==> config.mk <==
export PLATFORM = sky130hd
export DESIGN_NAME = instr_encoder
export DESIGN_NICKNAME = d
export VERILOG_FILES = /design/src/rtl/instr_encoder.sv
export SDC_FILE = /design/constraint.sdc
export NUM_CORES = 1
export LEC_CHECK = 0
export ABC_CLOCK_PERIOD_IN_PS = 2950
export BUFFER_PORTS_ARGS = -buffer_cell sky130_fd_sc_hd__buf_2
export CAP_MARGIN = 20
export CORE_ASPECT_RATIO = 0.6
export CORE_MARGIN = 5
export CORE_UTILIZATION = 54
export DETAILED_ROUTE_END_ITERATION = 16
export PLACE_DENSITY = 0.8
export SLEW_MARGIN = 40
export SYNTH_ARGS = -nofsm -noshare
export SYNTH_HDL_FRONTEND = slang
export SYNTH_SLANG_ARGS = --single-unit
==> constraint.sdc <==
create_clock -name clk -period 2.95 [get_ports clk]
set_input_delay 0.295 -clock clk [delete_from_list [all_inputs] [get_ports clk]]
set_output_delay 0.295 -clock clk [all_outputs]
set_load 0.005 [all_outputs]
==> src/rtl/instr_encoder.sv <==
// instr_encoder: turns a request (op_sel plus register/immediate fields) into a
// 32-bit LEGv8 instruction word and queues it in a 2-entry output FIFO.
//
// Ports
//   clk, rst        rising-edge clock; asynchronous active-high reset
//   req_valid/ready request handshake (req_ready is registered and does not
//                   depend on instr_ready)
//   op_sel          0 ADD, 1 SUB, 2 AND, 3 ORR, 4 LDUR, 5 STUR, 6 CBZ, 7 reserved
//   rd, rn, rm      register fields (rd also carries Rt for LDUR/STUR/CBZ)
//   imm             signed immediate; D-format uses imm[8:0], CBZ uses imm[18:0]
//   instruction     oldest buffered word (32'h0 after reset)
//   instr_valid     instruction is valid
//   instr_ready     consumer accepts instruction
//   enc_err         one-cycle pulse after a rejected request
//   instr_count     number of words pushed into the FIFO (wrapping)
//
// Configuration
//   ENC_CHECK_EN    when defined, reserved opcodes and D-format immediates
//                   that do not fit a 9-bit signed field are rejected. When
//                   undefined, op_sel=7 encodes ADD X31,X31,X31, D-format
//                   immediates are truncated and enc_err stays 0.
module instr_encoder (
  input  logic        clk,
  input  logic        rst,
  input  logic        req_valid,
  output logic        req_ready,
  input  logic [2:0]  op_sel,
  input  logic [4:0]  rd,
  input  logic [4:0]  rn,
  input  logic [4:0]  rm,
  input  logic [18:0] imm,
  output logic [31:0] instruction,
  output logic        instr_valid,
  input  logic        instr_ready,
  output logic        enc_err,
  output logic [15:0] instr_count
);

  localparam int unsigned W_INSTR = 32;
  localparam int unsigned W_CNT   = 16;
  localparam int unsigned W_OPC   = 11;

  localparam logic [W_OPC-1:0] OPC_ADD  = 11'b10001011000;
  localparam logic [W_OPC-1:0] OPC_SUB  = 11'b11001011000;
  localparam logic [W_OPC-1:0] OPC_AND  = 11'b10001010000;
  localparam logic [W_OPC-1:0] OPC_ORR  = 11'b10101010000;
  localparam logic [W_OPC-1:0] OPC_LDUR = 11'b11111000010;
  localparam logic [W_OPC-1:0] OPC_STUR = 11'b11111000000;
  localparam logic [7:0]       OPC_CBZ  = 8'b10110100;

  typedef enum logic [1:0] {
    EMPTY = 2'd0,
    ONE   = 2'd1,
    FULL  = 2'd2
  } state_t;

  state_t             state;
  state_t             state_n;
  logic [W_INSTR-1:0] mem [2];
  logic               wr_ptr;
  logic               rd_ptr;
  logic [W_INSTR-1:0] word_c;
  logic               reject_c;
  logic               accept_c;
  logic               push_c;
  logic               pop_c;

  // Combinational field packing of the current request.
  always_comb begin
    word_c   = '0;
    reject_c = 1'b0;
    unique case (op_sel)
      3'd0: word_c = {OPC_ADD,  rm, 6'b0, rn, rd};
      3'd1: word_c = {OPC_SUB,  rm, 6'b0, rn, rd};
      3'd2: word_c = {OPC_AND,  rm, 6'b0, rn, rd};
      3'd3: word_c = {OPC_ORR,  rm, 6'b0, rn, rd};
      3'd4: word_c = {OPC_LDUR, imm[8:0], 2'b00, rn, rd};
      3'd5: word_c = {OPC_STUR, imm[8:0], 2'b00, rn, rd};
      3'd6: word_c = {OPC_CBZ,  imm, rd};
      default: begin
`ifdef ENC_CHECK_EN
        reject_c = 1'b1;
`else
        word_c = {OPC_ADD, 5'd31, 6'b0, 5'd31, 5'd31};
`endif
      end
    endcase
`ifdef ENC_CHECK_EN
    // D-format offset must sign-extend cleanly from bit 8.
    if ((op_sel == 3'd4 || op_sel == 3'd5) && (imm[18:8] != {11{imm[8]}}))
      reject_c = 1'b1;
`endif
  end

  assign accept_c = req_valid && req_ready;
  assign push_c   = accept_c && !reject_c;
  assign pop_c    = instr_valid && instr_ready;

  // FIFO occupancy next-state.
  always_comb begin
    state_n = state;
    unique case (state)
      EMPTY: if (push_c) state_n = ONE;
      ONE: begin
        if (push_c && !pop_c)      state_n = FULL;
        else if (pop_c && !push_c) state_n = EMPTY;
      end
      FULL:  if (pop_c) state_n = ONE;
      default: state_n = EMPTY;
    endcase
  end

  // State register.
  always_ff @(posedge clk or posedge rst) begin
    if (rst) state <= EMPTY;
    else     state <= state_n;
  end

  // Storage, pointers and registered status outputs.
  always_ff @(posedge clk or posedge rst) begin
    if (rst) begin
      mem[0]      <= '0;
      mem[1]      <= '0;
      wr_ptr      <= 1'b0;
      rd_ptr      <= 1'b0;
      req_ready   <= 1'b0;
      instr_valid <= 1'b0;
      enc_err     <= 1'b0;
      instr_count <= '0;
    end else begin
      if (push_c) begin
        mem[wr_ptr] <= word_c;
        wr_ptr      <= ~wr_ptr;
        instr_count <= instr_count + W_CNT'(1);
      end
      if (pop_c) rd_ptr <= ~rd_ptr;
      req_ready   <= (state_n != FULL);
      instr_valid <= (state_n != EMPTY);
      enc_err     <= accept_c && reject_c;
    end
  end

  assign instruction = mem[rd_ptr];

endmodule
Yosys cells after proc, flatten, opt, wreduce, memory -nomap -nowiden --
Cells that the tools add are included.
Cells by class: equal/unequal tests 9, order comparisons 3, mux-type cells 12, reductions and logical operators 10, $add $sub $neg 1, bitwise operators 4
Operator list (number):
- $pmux W31 S7 | 1
- $mux W32 | 4
- $bwmux W64 | 1
- $demux W32 S1 | 1
- $add A16 B1 Y16 const B | 1
- $eq A3 B3 Y1 const B | 3
- $mux W2 | 4
- $eq A3 B2 Y1 const B | 2
- $pmux W2 S3 | 1
- $logic_and A1 B1 Y1 | 5
- $ge A2 B2 Y1 const B | 2
- $not A1 Y2 | 2
- $eq A3 B1 Y1 const B | 1
- $logic_not A3 Y1 | 1
- $eq A2 B1 Y1 const B | 1
- $eq A2 B2 Y1 const B | 1
- $logic_not A1 Y1 | 2
- $logic_not A2 Y1 | 1
- $lt A2 B1 Y1 const B | 1
- $ne A2 B2 Y1 const B | 1
- $not A1 Y1 | 2
- $reduce_bool A2 Y1 | 1
Storage, ports and cells: output and inout bits 51, logic and storage cells 47, register bits after elaboration 86

Logic depth before layout (Yosys ltp) --
depth in word-level cells 7, gate-level depth with buffers 6, mapped depth without buffers 5

Worst setup path before layout --
OpenSTA, ideal clock, no wires.
path type reg-to-output, start point register rd_ptr, end point output instruction[22], cell stages (with the launch flop) 4, slack 1.571 ns, arrival 1.084 ns, buffers on the path 2, cells stage by stage dfrtp_1 clkbuf_1 buf_2 mux2_2
On the way: word-level cells in the longest chain between the ends 4
RTL lines:
- start: declaration | RTL line 61 | logic rd_ptr;
- start signal: assignment | RTL line 136 | if (pop_c) rd_ptr <= ~rd_ptr;
- $not A1 Y2 (not written as such) | RTL line 143 | assign instruction = mem[rd_ptr];
- $mux W32 (not written as such) (3 in series) | RTL line 143
- end: declaration | RTL line 32 | output logic [31:0] instruction,
Every way passes these cells. The select of a mux whose other input is x is not followed.

Worst setup path after layout --
start point register rd_ptr, end point output instruction[10]
The elaborated chain is that of the path after synthesis.

==> run summary <==
The flow ran to the end, and the final reports show no timing, DRC or antenna violations. The sum of routed wire segments on met1 came out at roughly 4200 µm. The leakage power is 0.00230 µW. The global-route congestion overflow total came out at 0. The final number of max-transition violations was 0. The clock tree synthesis step divided the H-tree into 3 levels. Setup repair after global routing left no endpoint under its margin. Data on the critical path is required at its endpoint by 2650 ps. Adding up every negative setup slack in the final design gives 0 ps.

The number of endpoints with negative hold slack in the final report is 0. Tracing the worst setup path back leads to its startpoint at rd_ptr. The area of the mapped netlist is roughly 4000 µm². The synthesized design spends more area on one cell type than any other, namely sky130_fd_sc_hd__dfrtp_1. The tool flagged a number of max-cap violations equal to 0. The number of nets with antenna violations after routing came out at 0. The total routing usage reported by global routing came out at 20.8%.

Clock latency on the worst-skew pair, taken at its later pin, is 340 ps. The highest metal layer carrying signal wires in the routed design is met4. The number of warning messages in the yosys log came out at 0.

The length of routed met2 wiring came out at 4130 µm. The estimated wirelength of the detail-placed design is roughly 6300 µm. STA classifies the critical path endpoint as an output port. The synthesized design devotes to its leading area cell type between 50 and 60% of total area.

The kind of cell with the highest combined delay on the critical path is buffers and inverters. The core region is about 7200 µm². The library cell used most frequently in the layout, excluding fill and tap cells, is sky130_fd_sc_hd__buf_2. The mean number of vias per cell is ~5.4. After detailed routing, the met3 layer carries ~580 µm of wire.

Yosys mapped a number of flops with a built-in enable equal to 0. The async set-reset flop share out of synthesis came out at 100%. The post-CTS clock slew at the launch and capture registers of the worst setup and hold paths is 60 ps. In the routed design, unresolved DRC markers number 0. The critical path goes through buf_4 -> mux2_2 -> buf_2. For this design, the slowest cell found on the critical path is sky130_fd_sc_hd__mux2_2. The number of global-route vias before repair was 3,079. The count of endpoints failing setup in the final report came out at 0. The startpoint identified for the worst register-to-register timing path is req_ready.

The maximum number of pins on one net before global-route repair is 50. The worst ir drop on vdd came out at 0.684 mV. The initial antenna violation count is 0. The post-layout instance area came out at 4800 µm². After filler insertion, the fill cell instance count of the layout stands at 565. The count of distinct cell types in the synthesized netlist is 39. At the end of the flow, the number of nets in the layout was 512.

The net count after synthesis is roughly 430. The tightest min-delay check is of the input pin to asynchronous set/reset pin type. The highest attainable clock frequency is 566 MHz. The fraction of the yosys area taken by sequential cells is 54.6%.

The placed cell area came out at 4450 µm². On the worst path, the slowest cell contributes a delay of 380 ps. The area taken by flip-flops and latches is 2150 µm². The number of cell rows came out at 24. The highest fanout seen on the critical path is 17. The die outline area is 9170 µm². The area of the multi-input gates came out at 1690 µm². The tightest hold path in the finished design has a slack of about 34 ps. The placer congestion estimate came out at 0.777. Power spread over the standard cell area amounts to 991 nW/µm². The longest clock path from root to sink contains 2 buffers. The time the final worst path needs with I/O delays and setup is roughly 1800 ps. The number of buffers inserted to repair setup after CTS is 0. The effective utilization at floorplan came out at between 50 and 60%. The count of pins on the block boundary is 92.

The startpoint kind of the worst setup timing path is a flip-flop. The worst-case headroom to the max-slew limit is 55.6%. The slew at the pin with the worst max-slew slack is between 600 and 700 ps. The average footprint of a synthesized cell is 10.2 µm². In this run, CTS created clock tree buffers numbering 9.

The first-pass GRT wire length is around 15,000 µm. The detailed-routing iteration count for the pre-antenna-repair pass is 4. The most used flip-flop cell after synthesis is sky130_fd_sc_hd__dfrtp_1. The count of non-filler cells in the finished layout came out at 566. The floorplan step set the die height to about 76 µm. After detailed routing, the average wire length per cell comes to 15.9 µm. The total via count after detailed routing came out at between 3,000 and 4,000. Ranked by total cell area, the synthesized netlist is headed by sky130_fd_sc_hd__dfrtp_1 55%, sky130_fd_sc_hd__mux2_2 10%, sky130_fd_sc_hd__nand2_1 5.7%, sky130_fd_sc_hd__nor2_1 3.6%, sky130_fd_sc_hd__a21oi_1 3.6%. In this run the clock root is driven by a sky130_fd_sc_hd__clkbuf_16.

The number of hold buffers added after CTS was 0. The clock tree skew after final layout came out at 2.41 ps. The total of flip-flops plus latches after synthesis is 86. The final antenna diode count is 0. The startpoint-to-endpoint class of the critical path is flip-flop to output port. The number of buffers and inverters on the critical path is 2. The tree built by TritonCTS fans out to 86 sinks. The final critical path takes up between 50 and 60% of the cycle. In this run, post-CTS repair resized a total of 0 instances. In the layout the commonest cells are 90 x sky130_fd_sc_hd__buf_2, 86 x sky130_fd_sc_hd__dfrtp_1, 59 x sky130_fd_sc_hd__nand2_1. TritonCTS built the clock tree.

The routed design has 9000 µm of wire. The endpoint arrival time on the critical path is 1470 ps. The area added between synthesis and finish came out at 21.7%.

The post-synthesis instance total came out at 386. The count of port buffers added during placement is 90. Cells with a size suffix above 1 make up 32.8% of the layout.

The number of DRC markers in iteration 0 came out at 238. The die span in x came out at 120 µm. The cell count after placement is 550.
cell families (layout without fill, tap and decap cells):
family | Yosys count | count (layout) | synth area share [%]
mux | 40 | 40 | 11.3
compound gates | 80 | 80 | 11.1
other cells | 1 | 1 | 0.0951
buf+inv | 22 | 111 | 2.73
simple gates | 139 | 139 | 16.1
xor+xnor | 17 | 17 | 3.78
fa+ha+maj | 1 | 1 | 0.317
flops | 86 | 86 | 54.6
layer usage:
layer / vias up / GRT usage [%]
li1: 1481 / -
met1: 1461 / 28.2
met2: 80 / 32.8
met3: 11 / 7.20
met4: 0 / 4.52
met5: - / 0
Yosys cell counts (2+ instances only):
library cell and n:
sky130_fd_sc_hd__buf_4 2, sky130_fd_sc_hd__nand2b_1 9, sky130_fd_sc_hd__nor2b_1 4, sky130_fd_sc_hd__nand2_2 2, sky130_fd_sc_hd__a21oi_1 28, sky130_fd_sc_hd__o21a_1 3, sky130_fd_sc_hd__o22a_1 5, sky130_fd_sc_hd__clkbuf_1 5
sky130_fd_sc_hd__buf_2 14, sky130_fd_sc_hd__nand3_1 8, sky130_fd_sc_hd__nand2_1 60, sky130_fd_sc_hd__xor2_1 6, sky130_fd_sc_hd__o21ai_1 12, sky130_fd_sc_hd__dfrtp_1 86, sky130_fd_sc_hd__xnor2_1 11, sky130_fd_sc_hd__mux2_2 35
sky130_fd_sc_hd__nor2_1 38, sky130_fd_sc_hd__and3_1 4, sky130_fd_sc_hd__mux2i_1 5, sky130_fd_sc_hd__o21ai_0 27, sky130_fd_sc_hd__nand4_1 4
registers in the layout, summed over array words and instances (netlist names):
signal / flops
state: 2
instr_valid: 1
mem: 64
wr_ptr: 1
instr_count: 16
rd_ptr: 1
req_ready: 1
final timing paths:
check | endpoint | slack, ps | cells after the start
setup / recovery | instruction[10] | 1180 | 3
hold / removal | instr_count[14] | 30 | 2
setup reg to reg | mem[58] | 1310 | 3
hold reg to reg | mem[31] | 460 | 1
max in group asynchronous | mem[52] | 2240 | 3
min in group clk | req_ready | 240 | 2
report_power, final:
group / internal, µW / switching, µW
Sequential: 1610 / 276
Combinational: 764 / 801
Clock: 849 / 456
through the flow:
| stage | worst slack (ps) | util, % | total power [µW] |
|---|---|---|---|
| after detailed placement | 1100 | 62.0 | 3470 |
| after CTS | 1170 | 66.9 | 4800 |
| after global placement | 1190 | 62.0 | 3390 |
| final | 1180 | 66.9 | 4760 |
| after floorplan | 433 | - | 2880 |
| after global routing | 1110 | 66.9 | 5090 |
area by class of cell:
class	instances	share of cell area (%)
clock inverter	6	2.27
inverter	1	0.104
clock buffer	10	4.98
tap	91	2.37
multi-input combinational	278	35.2
timing repair buffer	94	10.3
sequential	86	44.8
No activity file was read; power rests on OpenSTA's default activity.
